$ cat config.mk
export PLATFORM = sky130hd
export DESIGN_NAME = deal_ctrl
export DESIGN_NICKNAME = d
export VERILOG_FILES = /design/src/rtl/deal_ctrl.sv
export SDC_FILE = /design/constraint.sdc
export NUM_CORES = 1
export LEC_CHECK = 0
export ABC_AREA = 1
export BUFFER_PORTS_ARGS = -buffer_cell sky130_fd_sc_hd__clkbuf_2
export CAP_MARGIN = 20
export CORE_ASPECT_RATIO = 1.2
export CORE_MARGIN = 5
export CORE_UTILIZATION = 30
export CTS_CLUSTER_DIAMETER = 100
export CTS_CLUSTER_SIZE = 20
export DETAILED_ROUTE_END_ITERATION = 10
export PLACE_DENSITY_LB_ADDON = 0.2
export RECOVER_POWER = 50
export SETUP_SLACK_MARGIN = 0.2
export SLEW_MARGIN = 20
export SYNTH_ARGS = -nofsm -noshare
export SYNTH_HDL_FRONTEND = slang
export SYNTH_SLANG_ARGS = --single-unit
$ cat constraint.sdc
create_clock -name clk -period 4.9 [get_ports clk]
set_input_delay 0.98 -clock clk [delete_from_list [all_inputs] [get_ports clk]]
set_output_delay 0.98 -clock clk [all_outputs]
set_load 0.05 [all_outputs]
$ cat src/rtl/deal_ctrl.sv
`timescale 1ns/1ps
// deal_ctrl: blackjack round controller. Deals two cards each to player and
// dealer, runs the player's hit/stand turn, then plays the dealer out to
// DEALER_STAND and resolves the round.
//
// Ports:
//   clk, reset        - system clock, asynchronous active-high reset
//   start             - level; starts a round from IDLE or DONE
//   hit, stand        - player actions, honoured only on the player's turn
//   card_value[3:0]   - current card from the RNG (1 = ace, 0 or >10 count as 10)
//   player_total[4:0] - player best total (registered)
//   dealer_total[4:0] - dealer best total (registered)
//   player_cards[3:0] - cards in player hand, saturating at 15
//   dealer_cards[3:0] - cards in dealer hand, saturating at 15
//   player_turn       - high while waiting for the player's action
//   done              - round finished; exactly one of win/lose/push is high
module deal_ctrl #(
  parameter int unsigned DEALER_STAND = 17
) (
  input  logic       clk,
  input  logic       reset,
  input  logic       start,
  input  logic       hit,
  input  logic       stand,
  input  logic [3:0] card_value,
  output logic [4:0] player_total,
  output logic [4:0] dealer_total,
  output logic [3:0] player_cards,
  output logic [3:0] dealer_cards,
  output logic       player_turn,
  output logic       done,
  output logic       win,
  output logic       lose,
  output logic       push
);

  typedef enum logic [3:0] {
    StIdle, StDealP1, StDealD1, StDealP2, StDealD2, StPlayerTurn,
    StPlayerDraw, StDealerTurn, StDealerDraw, StResolve, StDone
  } state_e;

  localparam logic [5:0] StandThr = 6'(DEALER_STAND);

  function automatic logic [5:0] card_pts(input logic [3:0] c);
    if (c == 4'd0 || c > 4'd10) card_pts = 6'd10;
    else                        card_pts = {2'b00, c};
  endfunction

  // One ace may count 11 as long as that does not bust the hand.
  function automatic logic [5:0] best_of(input logic [5:0] h, input logic a);
    best_of = (a && h <= 6'd11) ? h + 6'd10 : h;
  endfunction

  function automatic logic [3:0] sat_inc(input logic [3:0] n);
    sat_inc = (n == 4'd15) ? n : n + 4'd1;
  endfunction

  state_e     state_q, state_d;
  logic [5:0] p_hard_q, p_hard_d, d_hard_q, d_hard_d;
  logic       p_ace_q, p_ace_d, d_ace_q, d_ace_d;
  logic [3:0] p_cnt_q, p_cnt_d, d_cnt_q, d_cnt_d;
  logic [4:0] p_tot_q, p_tot_d, d_tot_q, d_tot_d;
  logic       pturn_q, pturn_d, done_q, done_d;
  logic       win_q, win_d, lose_q, lose_d, push_q, push_d;

  logic [5:0] pts;
  logic       is_ace, p_take, d_take;
  logic [5:0] p_best, d_best, p_best_n;

  always_comb begin
    state_d  = state_q;
    p_hard_d = p_hard_q;
    p_ace_d  = p_ace_q;
    p_cnt_d  = p_cnt_q;
    d_hard_d = d_hard_q;
    d_ace_d  = d_ace_q;
    d_cnt_d  = d_cnt_q;
    win_d    = win_q;
    lose_d   = lose_q;
    push_d   = push_q;

    pts    = card_pts(card_value);
    is_ace = (card_value == 4'd1);
    p_best = best_of(p_hard_q, p_ace_q);
    d_best = best_of(d_hard_q, d_ace_q);

    // Each deal/draw state lasts one cycle, so the card is taken exactly once.
    p_take = (state_q == StDealP1) || (state_q == StDealP2) || (state_q == StPlayerDraw);
    d_take = (state_q == StDealD1) || (state_q == StDealD2) || (state_q == StDealerDraw);

    if (p_take) begin
      p_hard_d = p_hard_q + pts;
      p_ace_d  = p_ace_q | is_ace;
      p_cnt_d  = sat_inc(p_cnt_q);
    end
    if (d_take) begin
      d_hard_d = d_hard_q + pts;
      d_ace_d  = d_ace_q | is_ace;
      d_cnt_d  = sat_inc(d_cnt_q);
    end
    p_best_n = best_of(p_hard_d, p_ace_d);

    case (state_q)
      StIdle, StDone: begin
        if (start) begin
          state_d  = StDealP1;
          p_hard_d = '0;
          p_ace_d  = 1'b0;
          p_cnt_d  = '0;
          d_hard_d = '0;
          d_ace_d  = 1'b0;
          d_cnt_d  = '0;
          win_d    = 1'b0;
          lose_d   = 1'b0;
          push_d   = 1'b0;
        end
      end
      StDealP1: state_d = StDealD1;
      StDealD1: state_d = StDealP2;
      StDealP2: state_d = StDealD2;
      StDealD2: state_d = StPlayerTurn;
      StPlayerTurn: begin
        // A natural 21 stands automatically; stand beats a simultaneous hit.
        if (p_best == 6'd21 || stand) state_d = StDealerTurn;
        else if (hit)                 state_d = StPlayerDraw;
      end
      StPlayerDraw: begin
        if (p_hard_d > 6'd21)       state_d = StResolve;
        else if (p_best_n == 6'd21) state_d = StDealerTurn;
        else                        state_d = StPlayerTurn;
      end
      StDealerTurn: state_d = (d_best < StandThr) ? StDealerDraw : StResolve;
      StDealerDraw: state_d = StDealerTurn;
      StResolve: begin
        state_d = StDone;
        win_d   = 1'b0;
        lose_d  = 1'b0;
        push_d  = 1'b0;
        if (p_hard_q > 6'd21)      lose_d = 1'b1;
        else if (d_hard_q > 6'd21) win_d  = 1'b1;
        else if (p_best > d_best)  win_d  = 1'b1;
        else if (p_best < d_best)  lose_d = 1'b1;
        else                       push_d = 1'b1;
      end
      default: state_d = StIdle;
    endcase

    // Totals reflect the hand as it will be after this edge.
    p_tot_d = 5'(best_of(p_hard_d, p_ace_d));
    d_tot_d = 5'(best_of(d_hard_d, d_ace_d));
    pturn_d = (state_d == StPlayerTurn);
    done_d  = (state_d == StDone);
  end

  always_ff @(posedge clk or posedge reset) begin
    if (reset) begin
      state_q  <= StIdle;
      p_hard_q <= '0;
      p_ace_q  <= 1'b0;
      p_cnt_q  <= '0;
      d_hard_q <= '0;
      d_ace_q  <= 1'b0;
      d_cnt_q  <= '0;
      p_tot_q  <= '0;
      d_tot_q  <= '0;
      pturn_q  <= 1'b0;
      done_q   <= 1'b0;
      win_q    <= 1'b0;
      lose_q   <= 1'b0;
      push_q   <= 1'b0;
    end else begin
      state_q  <= state_d;
      p_hard_q <= p_hard_d;
      p_ace_q  <= p_ace_d;
      p_cnt_q  <= p_cnt_d;
      d_hard_q <= d_hard_d;
      d_ace_q  <= d_ace_d;
      d_cnt_q  <= d_cnt_d;
      p_tot_q  <= p_tot_d;
      d_tot_q  <= d_tot_d;
      pturn_q  <= pturn_d;
      done_q   <= done_d;
      win_q    <= win_d;
      lose_q   <= lose_d;
      push_q   <= push_d;
    end
  end

  assign player_total = p_tot_q;
  assign dealer_total = d_tot_q;
  assign player_cards = p_cnt_q;
  assign dealer_cards = d_cnt_q;
  assign player_turn  = pturn_q;
  assign done         = done_q;
  assign win          = win_q;
  assign lose         = lose_q;
  assign push         = push_q;

endmodule

-- Word level (Yosys, flattened, before mapping)
Cells that the tools add are included.
- mux-type cells: 48
- order comparisons: 12
- reductions and logical operators: 16
- equality and inequality tests: 18
- add/subtract/negate cells: 9
- bitwise logic cells: 2
- operators with widths (cell ; number):
    6-bit two-way mux ; 9
    4-bit two-way mux ; 13
    4-bit case mux with 10 select lines ; 1
    6-bit by 4-bit <= comparator with 1-bit output, second input constant ; 5
    4-bit == test, second input constant ; 6
    4-bit by 3-bit == test with 1-bit output, second input constant ; 5
    1-bit two-way mux ; 19
    6-bit by 4-bit adder with 6-bit output, second input constant ; 3
    6-bit by 5-bit greater-than comparator with 1-bit output, second input constant ; 3
    6-bit adder ; 2
    6-bit by 5-bit == test with 1-bit output, second input constant ; 2
    5-bit by 4-bit adder with 5-bit output, second input constant ; 2
    5-bit two-way mux ; 2
    4-bit by 1-bit adder with 4-bit output, second input constant ; 2
    4-bit by 1-bit == test with 1-bit output, second input constant ; 2
    4-bit by 2-bit == test with 1-bit output, second input constant ; 2
    4-bit zero test ; 2
    6-bit greater-than comparator ; 1
    1-bit logical OR ; 6
    6-bit by 5-bit < comparator with 1-bit output, second input constant ; 1
    6-bit < comparator ; 1
    1-bit case mux with 2 select lines ; 3
    1-bit logical AND ; 5
    4-bit greater-than comparator, second input constant ; 1
    6 further kinds ; 7
- bits of input ports: 9
- register bits after elaboration: 41
- output and inout port bits: 23

-- Logic depth before layout (Yosys ltp)
Gate-level depths: netlist (run 1).
- depth in word-level cells: 13
- depth in mapped cells: 19

-- Worst setup path before layout (run 1)
OpenSTA, ideal clock, no wires.
- path type: input port to flip-flop
- from: input port card_value[2]
- to: register pturn_q, in the netlist player_turn
- stages: 19
- required time: 4.785 ns
- data arrival time: 2.920 ns
- slack: 1.865 ns
- cells stage by stage: inv_1 a21oi_1 nor2_1 ha_1 inv_1 fa_1 xnor2_1 nand2_2 nand2_4 ha_1 inv_1 nor2_1 nand2_1 inv_1 nor2_1 nor2_1 nand4_1 nand2_1 nor2_1
- longest elaborated chain between the ends: 13
- ends and longest elaborated chain (element ; RTL line ; text):
    start, declared ; 25 ; input logic [3:0] card_value,
    4-bit greater-than comparator / 4-bit zero test (equally long branches) ; 45 ; if (c == 4'd0 || c > 4'd10) card_pts = 6'd10;
    1-bit logical OR ; 45 ;
    4-bit two-way mux ; 45 ;
    6-bit adder ; 92 ; p_hard_d = p_hard_q + pts;
    6-bit two-way mux ; 91 ; if (p_take) begin
    6-bit by 4-bit <= comparator with 1-bit output ; 51 ; best_of = (a && h <= 6'd11) ? h + 6'd10 : h;
    1-bit logical AND ; 51 ;
    6-bit two-way mux ; 51 ;
    6-bit by 5-bit == test with 1-bit output ; 129 ; else if (p_best_n == 6'd21) state_d = StDealerTurn;
    2-bit two-way mux ; 129 ;
    4-bit two-way mux (*) ; 128 ; if (p_hard_d > 6'd21) state_d = StResolve;
    4-bit case mux with 10 select lines (*) ; 103 ; case (state_q)
    via state_d[1] ; 58 ; state_e state_q, state_d;
    4-bit by 3-bit == test with 1-bit output (*) ; 151 ; pturn_d = (state_d == StPlayerTurn);
    via pturn_d ; 63 ; logic pturn_q, pturn_d, done_q, done_d;
    end signal, assigned ; 181 ; pturn_q <= pturn_d;
    end, declared ; 63 ;
Mark *: on every way through the listed nets, which the timed path passes. The rest lies on a longest branch.
A chain may end at the register's enable or synchronous reset.

-- Worst setup path in the final report (run 1)
- from: input port card_value[2]
- to: register d_tot_q[3], in the netlist dealer_total[3]
- longest elaborated chain between the ends: 10
- ends and longest elaborated chain (element ; RTL line ; text):
    4-bit greater-than comparator / 4-bit zero test (equally long branches) ; 45 ;
    1-bit logical OR ; 45 ;
    4-bit two-way mux (*) ; 45 ;
    6-bit adder (*) ; 97 ; d_hard_d = d_hard_q + pts;
    6-bit two-way mux (*) ; 96 ; if (d_take) begin
    6-bit two-way mux ; 105 ; if (start) begin
    6-bit two-way mux (*) ; 103 ;
    via d_hard_d[2] ; 59 ; logic [5:0] p_hard_q, p_hard_d, d_hard_q, d_hard_d;
    6-bit by 4-bit <= comparator with 1-bit output ; 51 ;
    1-bit logical AND ; 51 ;
    5-bit two-way mux (*) ; 51 ;
    via d_tot_d[3] ; 62 ; logic [4:0] p_tot_q, p_tot_d, d_tot_q, d_tot_d;
    end signal, assigned ; 180 ; d_tot_q <= d_tot_d;
    end, declared ; 62 ;
Marked as above.

==> metrics.yaml, run 1 <==
synthesis:
  synth-edff-count: 0
  syn-instance-count: 382
  synth.net_count: 414
  postSynthAreaPerCell_um2: 7.36
  synth_cell_types: 36
  syn_area_um2: 2810
  seq_area_frac_synth_pct: 34.7
  top_reg_cell_synth: "dfrtp_1"
  ys_top_cells_by_area: "dfrtp_1 (35%), nand2_1 (11%), ha_1 (9.3%)"
  ys_async_sr_fraction_pct: 100
  netlist.top_cell.by_area: "dfrtp_1"
  synth.top_cells.by_count: "nand2_1 (80), inv_1 (53), nor2_1 (42)"
  netlist.area_leader.share_pct: 34.7
  synth_most_common_cell: "nand2_1"
  register_bit_count_reported_by_yosys: 39
  synth.yosys.warnings: 0
die:
  num_rows: 38
  core_um2: 9080
  die-area_um2: 11400
  floorplan.initialDensity_pct: 30.9
  die_width_um: 98.4
  num_io_pins: 32
  die_y_um: 116
routing:
  final_antenna_net_count: 0
  route.detailed.drc: 0
  initialDrtViolationCount: 123
  routedWlPerCell_um: 12.9
  vias: 2488
  totalWireLength_um: 6900
  detailed_routing_iterations_pass_1: 4
  vias_per_cell: 4.65
placed_design:
  count_of_buffers_from_port_buffering: 31
  detailedPlacementHpwl_um: 5360
  dp.cells: 527
  gp_routability_congestion: 0.858
  placement.cell_area_um2: 3080
setup_path:
  crit_fanout: 5
  worst_ep_required_time_ns: 5.12
  critical_path_arrival_ns: 3.45
  timing.critical_path.to_type: "flip-flop"
  setup.worst_path.start_class: "input port"
  critPathKind: "in -> reg"
cts:
  insertion_delay_ns: 0.29
  cts-root-buf: "clkbuf_8"
  tritoncts_clock_tree: "built"
  tritoncts_num_sinks: 39
  h-tree-depth: 2
  cts-buffers-inserted: 5
  cts.clk_slew.worst_paths_ns: 0.09
  cts.repair_timing.setup_buffer_count: 0
  cts_repair_resize_count: 0
  max-clock-path-buffers: 2
  cts_hold_buf: 0
sta:
  hold_violations: 0
  min_period_over_period_pct: 66.0
  worst_clock_skew_ns: 0.00691
  timing_worst_slew_pin_value_ns: 2.19
  fmax_mhz: 309
  rsz0062_at_grt: "false"
  slew_viol_final: 40
  relSlewSlack_pct: -46.3
  timing.final.crit_period_ns: 3.23
  setup-violations-final: 0
  tns_ns: 0
layout:
  synthesis_to_finish_area_growth_pct: 13.9
  final_cell_area_um2: 3200
  finish.cell_count_without_fillers: 535
  final_antenna_diode_count: 0
  nFillCells: 993
  layout.nets: 446
  layout_cells_sized_above_1_pct: 15.4
grt:
  number_of_global_route_vias_before_repair: 2501
  grt.total_usage_pct: 13.0
  grt_pass1_wl_um: 12100
  grt_antenna_before_repair: 0
  gr-total-overflow: 0
  grt_max_degree: 40
flow_run:
  drv_cap: 1
status:
  failed_checks: "max-capacitance violations, max-slew violations"
  run_status: "finished, violations left"
min_path:
  min_path_type: "reg -> reg"
-- registers in the layout, indices dropped and copies added, names as in the netlist --
register / cells
win: 1
lose: 1
p_ace_q: 1
player_cards: 4
dealer_cards: 4
p_hard_q: 5
d_ace_q: 1
push: 1
player_total: 5
player_turn: 1
dealer_total: 5
d_hard_q: 5
state_q: 4
done: 1
-- final timing paths --
kind / slack (ns) / from / cells past startpoint / end
setup / recovery: 1.67 / card_value[2] / 16 / dealer_total[3]$_DFF_PP0_
hold / removal: 0.54 / lose$_DFFE_PP0P_ / 2 / lose$_DFFE_PP0P_
setup reg to reg: 2.31 / dealer_total[0]$_DFF_PP0_ / 12 / dealer_total[3]$_DFF_PP0_
hold reg to reg: 0.54 / lose$_DFFE_PP0P_ / 2 / lose$_DFFE_PP0P_
max in group asynchronous: 2.19 / reset / 3 / player_total[4]$_DFF_PP0_
min in group asynchronous: 1.44 / reset / 3 / dealer_cards[3]$_DFF_PP0_
-- stage by stage --
step | hold WS [ns] | utilization, % | worst slack, ns
3_5_place_dp | 0.515 | 33.9 | 1.36
2_1_floorplan | 0.545 | - | 1.87
5_1_grt | 0.580 | 35.3 | 1.38
3_3_place_gp | 0.513 | 33.9 | 1.38
4_1_cts | 0.548 | 35.4 | 1.65
6_report | 0.537 | 35.3 | 1.67
-- final cells by class --
| class | count | area, um^2 | area share (%) |
|---|---|---|---|
| Clock buffer | 5 | 68.8 | 2.15 |
| Clock inverter | 3 | 67.6 | 2.11 |
| Inverter | 58 | 218 | 6.80 |
| Multi-Input combinational cell | 278 | 1570 | 48.9 |
| Sequential cell | 39 | 976 | 30.5 |
| Tap cell | 120 | 150 | 4.69 |
| Timing Repair Buffer | 32 | 156 | 4.88 |
-- layout by cell type, fill, tap and decap left out, types with 2 or more instances in the layout --
master     synthesis  routed
o21ai_0           23      23
inv_1             53      52
ha_1              21      21
nand2_1           80      82
bufinv_16          0       2
nand4_1            9       9
a311oi_1           3       3
nor2_1            42      42
clkbuf_1           2       3
xor2_1             6       6
inv_2              5       5
clkbuf_8           0       5
nor3_1             8       8
a21oi_1           21      21
fa_1               2       2
dfrtp_1           39      39
nand2_2           14      12
clkbuf_2           0      29
nand3_1           26      26
nand3_2            2       2
nor2_2             2       2
nand3b_1           2       2
xnor2_1            4       4
-- layer usage --
metal	vias up	wire length, um	part of all wire [%]	global-route usage, %
met5	-	0	0	0
met4	0	63	0.91	4.10
met3	2	154	2.2	1.93
met2	29	3380	49	23.0
met1	1157	3300	48	16.5
li1	1300	-	-	-
-- logic make-up (layout without fill, tap and decap cells) --
group / after synthesis / after routing / share of synthesized area [%]
xor+xnor: 10 / 10 / 3.12
compound gates: 54 / 54 / 10.9
buf+inv: 65 / 98 / 9.39
simple gates: 191 / 191 / 31.1
fa+ha+maj: 23 / 23 / 10.8
flops: 39 / 39 / 34.7
-- worst max-delay path, stage by stage --
cell      delay, ns
clkbuf_2       0.08
inv_1          0.09
a21oi_1        0.09
nor2_1         0.16
ha_1           0.21
inv_1          0.06
fa_1           0.40
inv_1          0.07
nor2_1         0.03
o21ai_0        0.15
o21ai_0        0.14
a21oi_1        0.42
ha_1           0.24
xor2_1         0.14
inv_1          0.04
o21ai_0        0.14
Power of run 1 is left out: the tool's default activity adds up to more than one toggle a clock period on the data nets, which glitch-free logic cannot reach.
==> inputs of run 2 (changes only) <==
- ABC_AREA: 1 -> 0
- clock period: 4.9 -> 3.22 ns (I/O delays scaled with it)
==> run 2 against run 1 <==
Against the previous run:
- the run now ends clean
- cell count is 4.3% lower
- clock skew is 0.0043 ns lower
- hold slack worse by 0.20 ns
- critical path depth is 2 lower
- via count is 2.2% higher
- critical path type unchanged
- first-iteration DRC count is 33% lower
- flip-flop and latch count stayed put
- core utilization is 3.7 points higher
- highest routed layer unchanged
- cell area is 15% higher
- non-clock buffer count is 46 higher
- routed wire length is 8.5% higher
==> metrics.yaml, run 2 <==
synthesis:
  syn_area_um2: 2880  # +2.3%
  netlist.top_cell.by_area: "dfrtp_1"
  synth.yosys.warnings: 0  # unchanged
  netlist.area_leader.share_pct: 33.9  # -0.79 points
  synth_cell_types: 65  # +81%
  register_bit_count_reported_by_yosys: 39  # unchanged
  synth_most_common_cell: "dfrtp_1"
  synth.net_count: 352  # -15%
  ys_top_cells_by_area: "dfrtp_1 (34%), ha_1 (9.1%), a21oi_1 (4.4%)"
  synth.top_cells.by_count: "dfrtp_1 (39), nor2_1 (28), a21oi_1 (25)"
  seq_area_frac_synth_pct: 33.9  # -0.79 points
  synth-edff-count: 0  # unchanged
  postSynthAreaPerCell_um2: 8.99  # +22%
  ys_async_sr_fraction_pct: 100  # unchanged
  top_reg_cell_synth: "dfrtp_1"
  syn-instance-count: 320  # -16%
grt:
  grt.busiest_layer: "met2"
  grt_max_degree: 18  # -55%
  gr-total-overflow: 0  # unchanged
  grt_antenna_before_repair: 0  # unchanged
  use_met3_pct: 1.96  # +0.030 points
  global_route.usage.met1_pct: 15.3  # -1.2 points
  number_of_global_route_vias_before_repair: 2576  # +3.0%
  grt.total_usage_pct: 13.0  # about the same
  global_route.usage.met2_pct: 24.6  # +1.6 points
  grt_pass1_wl_um: 12200  # +1.1%
placed_design:
  gp_routability_congestion: 0.829  # -3.3%
  count_of_buffers_from_port_buffering: 31  # unchanged
  placement.cell_area_um2: 3420  # +11%
  detailedPlacementHpwl_um: 5900  # +10%
  dp.cells: 496  # -5.9%
  place_worst_setup_slack_ns: -0.325  # -1.68 ns
sta:
  fmax_mhz: 320
  hold_violations: 0  # unchanged
  relSlewSlack_pct: 37.7  # +84 points
  setup-violations-final: 0  # unchanged
  min_period_over_period_pct: 97.0
  rsz0062_at_grt: "true"
  slew_viol_final: 0  # -100%
  worst_clock_skew_ns: 0.00263  # -0.00428 ns
  timing.final.crit_period_ns: 3.12
  setup_slack_ns: 0.0980  # -1.57 ns
  timing_worst_slew_pin_value_ns: 0.935  # -1.26 ns
layout:
  finish.cell_count_without_fillers: 512  # -4.3%
  layout.nets: 420  # -5.8%
  synthesis_to_finish_area_growth_pct: 28.2
  final_antenna_diode_count: 0  # unchanged
  layout_cells_sized_above_1_pct: 26.2  # +11 points
  nFillCells: 994  # +0.10%
  layout_common_cells: "buf_4 (44), dfrtp_1 (39), nor2_1 (27)"
  final_cell_area_um2: 3690  # +15%
  layout_commonest_cell: "buf_4"
cts:
  cts_hold_buf: 0  # unchanged
  h-tree-depth: 2  # unchanged
  cts-buffers-inserted: 5  # unchanged
  tritoncts_clock_tree: "built"
  cts-root-buf: "clkbuf_16"
  tritoncts_num_sinks: 39  # unchanged
  max-clock-path-buffers: 2  # unchanged
  cts.clk_slew.worst_paths_ns: 0.06  # -0.03 ns
  insertion_delay_ns: 0.28  # about the same
setup_path:
  cpMaxStageDelayCell: "fa_1"
  flop_to_flop_setup_slack_ns: 0.49  # -1.82 ns
  critPathKind: "in -> reg"
  crit_fanout: 3  # -2
  cp_common_cell: "ha_2"
  largest_stage_delay_worst_path_ns: 0.41  # about the same
  worst_ep_required_time_ns: 3.39  # -1.73 ns
  critical_path_arrival_ns: 3.29  # -0.16 ns
  setup.worst_path.start_class: "input port"
  timing.critical_path.cells: "clkbuf_2 > or2_4 > a21boi_2 > ha_2 > inv_2 > fa_1 > xnor2_2 > mux2i_1 > inv_1 > ha_2 > nor4b_2 > o2111ai_1 > o211a_1 > and3_1"
  timing.critical_path.to_type: "flip-flop"
die:
  num_io_pins: 32  # unchanged
  die-area_um2: 11700  # +2.1%
  floorplan.initialDensity_pct: 30.4  # -0.57 points
  die_width_um: 99.4  # +1.0%
  die_y_um: 117  # +1.1%
  core_um2: 9470  # +4.2%
  num_rows: 39  # +2.6%
min_path:
  min_path_type: "in -> async"
routing:
  vias_per_cell: 4.97  # +6.8%
  detailed_routing_iterations_pass_1: 4  # unchanged
  routedWlPerCell_um: 14.6  # +13%
  vias: 2543  # +2.2%
  final_antenna_net_count: 0  # unchanged
  route.detailed.drc: 0  # unchanged
  totalWireLength_um: 7480  # +8.5%
  initialDrtViolationCount: 82  # -33%
flow_run:
  drv_cap: 0  # -1
status:
  run_status: "finished clean"
==> run 2: path summary, 6_finish.rpt <==
kind | from | endpoint | depth (start not counted)
max | card_value[1] | player_turn$_DFF_PP0_ | 14
min | reset | dealer_cards[0]$_DFF_PP0_ | 2
max reg2reg | p_hard_q[1]$_DFF_PP0_ | player_turn$_DFF_PP0_ | 10
min reg2reg | push$_DFFE_PP0P_ | push$_DFFE_PP0P_ | 2
max in group asynchronous | reset | state_q[0]$_DFF_PP0_ | 4
min in group clk | push$_DFFE_PP0P_ | push$_DFFE_PP0P_ | 2
==> run 2: what timing repair did <==
item | 4_1_cts | 5_1_grt
resized for setup | 1 | 12
pin swaps | 6 | 10
hold endpoints to repair | 0 | 0
setup endpoints to repair | 5 | 10
cloned | 0 | 0
setup buffers | 2 | 6
==> run 2: logic make-up after synthesis <==
logic type               after synthesis  share of synthesized area (%)
XOR/XNOR                              15                           4.83
multiplexers                          14                           5.13
buffers and inverters                 36                           5.18
AO/OA/AOI/OAI                         82                           19.6
flip-flops                            39                           33.9
AND/OR/NAND/NOR                      111                           20.8
adder cells (fa/ha/maj)               23                           10.5
==> run 2: layout make-up <==
type / instances / area [um^2] / share of cell area (%)
multi-input combinational: 245 / 1830 / 49.6
sequential: 39 / 976 / 26.5
timing repair buffer: 78 / 483 / 13.1
tap: 123 / 154 / 4.17
clock buffer: 6 / 139 / 3.77
inverter: 19 / 71.3 / 1.93
clock inverter: 2 / 35.0 / 0.950
==> run 2: stage by stage <==
step / TNS [ns] / util (%) / hold slack, ns
2_1_floorplan: -0.0917 / - / 0.547
6_report: 0 / 39.0 / 0.341
5_1_grt: -0.00672 / 39.0 / 0.363
3_5_place_dp: -1.15 / 36.1 / 0.530
3_3_place_gp: -0.824 / 36.0 / 0.526
4_1_cts: 0 / 38.2 / 0.371
==> run 2: metal layers <==
layer,routed length (um),part of all wire (%)
met3,155,2.1
met4,136,1.8
met2,3940,53
met1,3240,43
met5,0,0
==> run 2: critical path, delay by kind of cell <==
family | cells | cell delay (ns)
fa+ha+maj | 3 | 0.81
simple gates | 3 | 0.68
compound gates | 3 | 0.58
buf+inv | 3 | 0.22
mux | 1 | 0.20
xor+xnor | 1 | 0.17
Power of run 2 is left out for the same reason.
==> inputs of run 3 (changes only) <==
==> constraint.sdc (replaced) <==
create_clock -name clk -period 3.22 [get_ports clk]
set_input_delay 0.966 -clock clk [delete_from_list [all_inputs] [get_ports clk]]
set_output_delay 0.966 -clock clk [all_outputs]
set_load 0.05 [all_outputs]
==> run 3 against run 2 <==
Against the previous run:
- the flow now finishes with violations (negative setup slack)
- critical path depth stayed put
- fmax is 9.2% lower
- register-to-register slack worse by 0.32 ns
==> metrics.yaml, run 3 (synthesis gave the netlist of run 2 again) <==
routing:
  detailed_routing_iterations_pass_1: 4  # unchanged
  vias_per_cell: 5.11  # +2.8%
  totalWireLength_um: 7560  # +1.0%
  routedWlPerCell_um: 14.6  # -0.15%
  initialDrtViolationCount: 169  # +110%
  final_antenna_net_count: 0  # unchanged
  route.detailed.drc: 0  # unchanged
  vias: 2645  # +4.0%
setup_path:
  crit_fanout: 3  # unchanged
  critPathTopFamily: "adder cells"
  setup.worst_path.start_class: "input port"
  worst_ep_required_time_ns: 3.39  # about the same
  cpMaxStageDelayCell: "fa_2"
  critical_path_arrival_ns: 3.61  # +0.32 ns
  timing.critical_path.cells: "clkbuf_2 > or2_4 > a21boi_2 > ha_2 > inv_2 > fa_2 > nor3_1 > o21ai_1 > o211ai_2 > ha_2 > nor4b_2 > o2111ai_1 > o211a_1 > and3_1"
  cp_common_cell: "ha_2"
  flop_to_flop_setup_slack_ns: 0.17  # -0.32 ns
  critPathKind: "in -> reg"
  critical_path.n_buffers_inverters: 2  # -1
  timing.critical_path.to_type: "flip-flop"
  largest_stage_delay_worst_path_ns: 0.54  # +0.13 ns
grt:
  grt.total_usage_pct: 13.3  # +0.26 points
  grt_pass1_wl_um: 12400  # +0.90%
  number_of_global_route_vias_before_repair: 2582  # +0.23%
  gr-total-overflow: 0  # unchanged
  grt_antenna_before_repair: 0  # unchanged
  grt_max_degree: 40  # +22
die:
  num_io_pins: 32  # unchanged
  die_width_um: 99.4  # unchanged
  floorplan.initialDensity_pct: 30.4  # unchanged
  die_y_um: 117  # unchanged
  die-area_um2: 11700  # unchanged
  num_rows: 39  # unchanged
  core_um2: 9470  # unchanged
cts:
  cts-root-buf: "clkbuf_16"
  tritoncts_num_sinks: 39  # unchanged
  insertion_delay_ns: 0.29  # about the same
  tritoncts_clock_tree: "built"
  h-tree-depth: 2  # unchanged
  cts.clk_slew.worst_paths_ns: 0.06  # about the same
  max-clock-path-buffers: 2  # unchanged
  cts-buffers-inserted: 5  # unchanged
sta:
  fmax_mhz: 291  # -9.2%
  min_period_over_period_pct: 107  # +9.8 points
  hold_violations: 0  # unchanged
  setup_slack_ns: -0.219  # -0.317 ns
  timing.hold.ws_ns: 0.550  # +0.208 ns
  slew_viol_final: 0  # unchanged
  worst_clock_skew_ns: 0.00561  # +0.00299 ns
  relSlewSlack_pct: 31.7  # -6.0 points
  timing.final.crit_period_ns: 3.44  # +0.317 ns
  setup-violations-final: 9  # +9
  timing_worst_slew_pin_value_ns: 1.02  # +0.0899 ns
  rsz0062_at_grt: "true"
layout:
  layout_common_cells: "buf_4 (44), dfrtp_1 (39), clkbuf_2 (29)"
  final_antenna_diode_count: 0  # unchanged
  final_core_utilization_pct: 40.2  # +1.2 points
  layout_cells_sized_above_1_pct: 32.2  # +5.9 points
  layout.nets: 426  # +1.4%
  synthesis_to_finish_area_growth_pct: 32.3
  layout_commonest_cell: "buf_4"
placed_design:
  gp_routability_congestion: 0.792  # -4.5%
  detailedPlacementHpwl_um: 5690  # -3.5%
  count_of_buffers_from_port_buffering: 31  # unchanged
status:
  run_status: "finished, violations left"
  failed_checks: "negative setup slack"
flow_run:
  drv_cap: 0  # unchanged
min_path:
  min_path_type: "reg -> reg"
[run 3: path summary, 6_finish.rpt]
check | from | depth (start not counted) | endpoint
setup / recovery | card_value[1] | 14 | player_turn$_DFF_PP0_
hold / removal | push$_DFFE_PP0P_ | 2 | push$_DFFE_PP0P_
setup reg to reg | state_q[3]$_DFF_PP0_ | 9 | player_turn$_DFF_PP0_
hold reg to reg | push$_DFFE_PP0P_ | 2 | push$_DFFE_PP0P_
max in group asynchronous | reset | 3 | state_q[1]$_DFF_PP0_
min in group asynchronous | reset | 3 | player_cards[1]$_DFF_PP0_
[run 3: final cells by class]
| cell class | instances | area (um^2) |
|---|---|---|
| timing repair buffer | 84 | 569 |
| multi-input combinational | 245 | 1890 |
| clock inverter | 2 | 12.5 |
| sequential | 39 | 976 |
| fill | 985 | 5660 |
| inverter | 19 | 71.3 |
| clock buffer | 6 | 129 |
| tap | 123 | 154 |
[run 3: tightest hold or removal path, delay by kind of cell, from the launching register on]
family	cells	cell delay, ns
compound gates	1	0.07
flops	1	0.38
simple gates	1	0.06
[run 3: routing by layer]
metal | vias up | share of wire [%] | routed length [um] | global-route usage (%)
met5 | - | 0 | 0 | 0
met4 | 0 | 2.0 | 148 | 4.83
met3 | 10 | 2.3 | 171 | 2.49
met2 | 33 | 53 | 4030 | 25.0
met1 | 1300 | 42 | 3210 | 15.0
li1 | 1302 | - | - | -
[run 3: repair_timing]
item | CTS | global route
hold buffers | 0 | 0
resized for setup | 22 | 7
buffers inserted | 8 | 2
setup endpoints to repair | 13 | 14
pin swaps | 16 | 5
[run 3: metrics by stage]
stage                     cells  area [um^2]  setup TNS (ns)  setup WS [ns]
after global placement      500         3460           -4.64         -0.580
after global routing        518         3800           -2.43         -0.394
after detailed placement    500         3460           -5.07         -0.633
after floorplan             320         2900           -1.13         -0.398
after CTS                   516         3770          -0.864         -0.233
final                       518         3800          -0.872         -0.219
Power of run 3 is left out for the same reason.
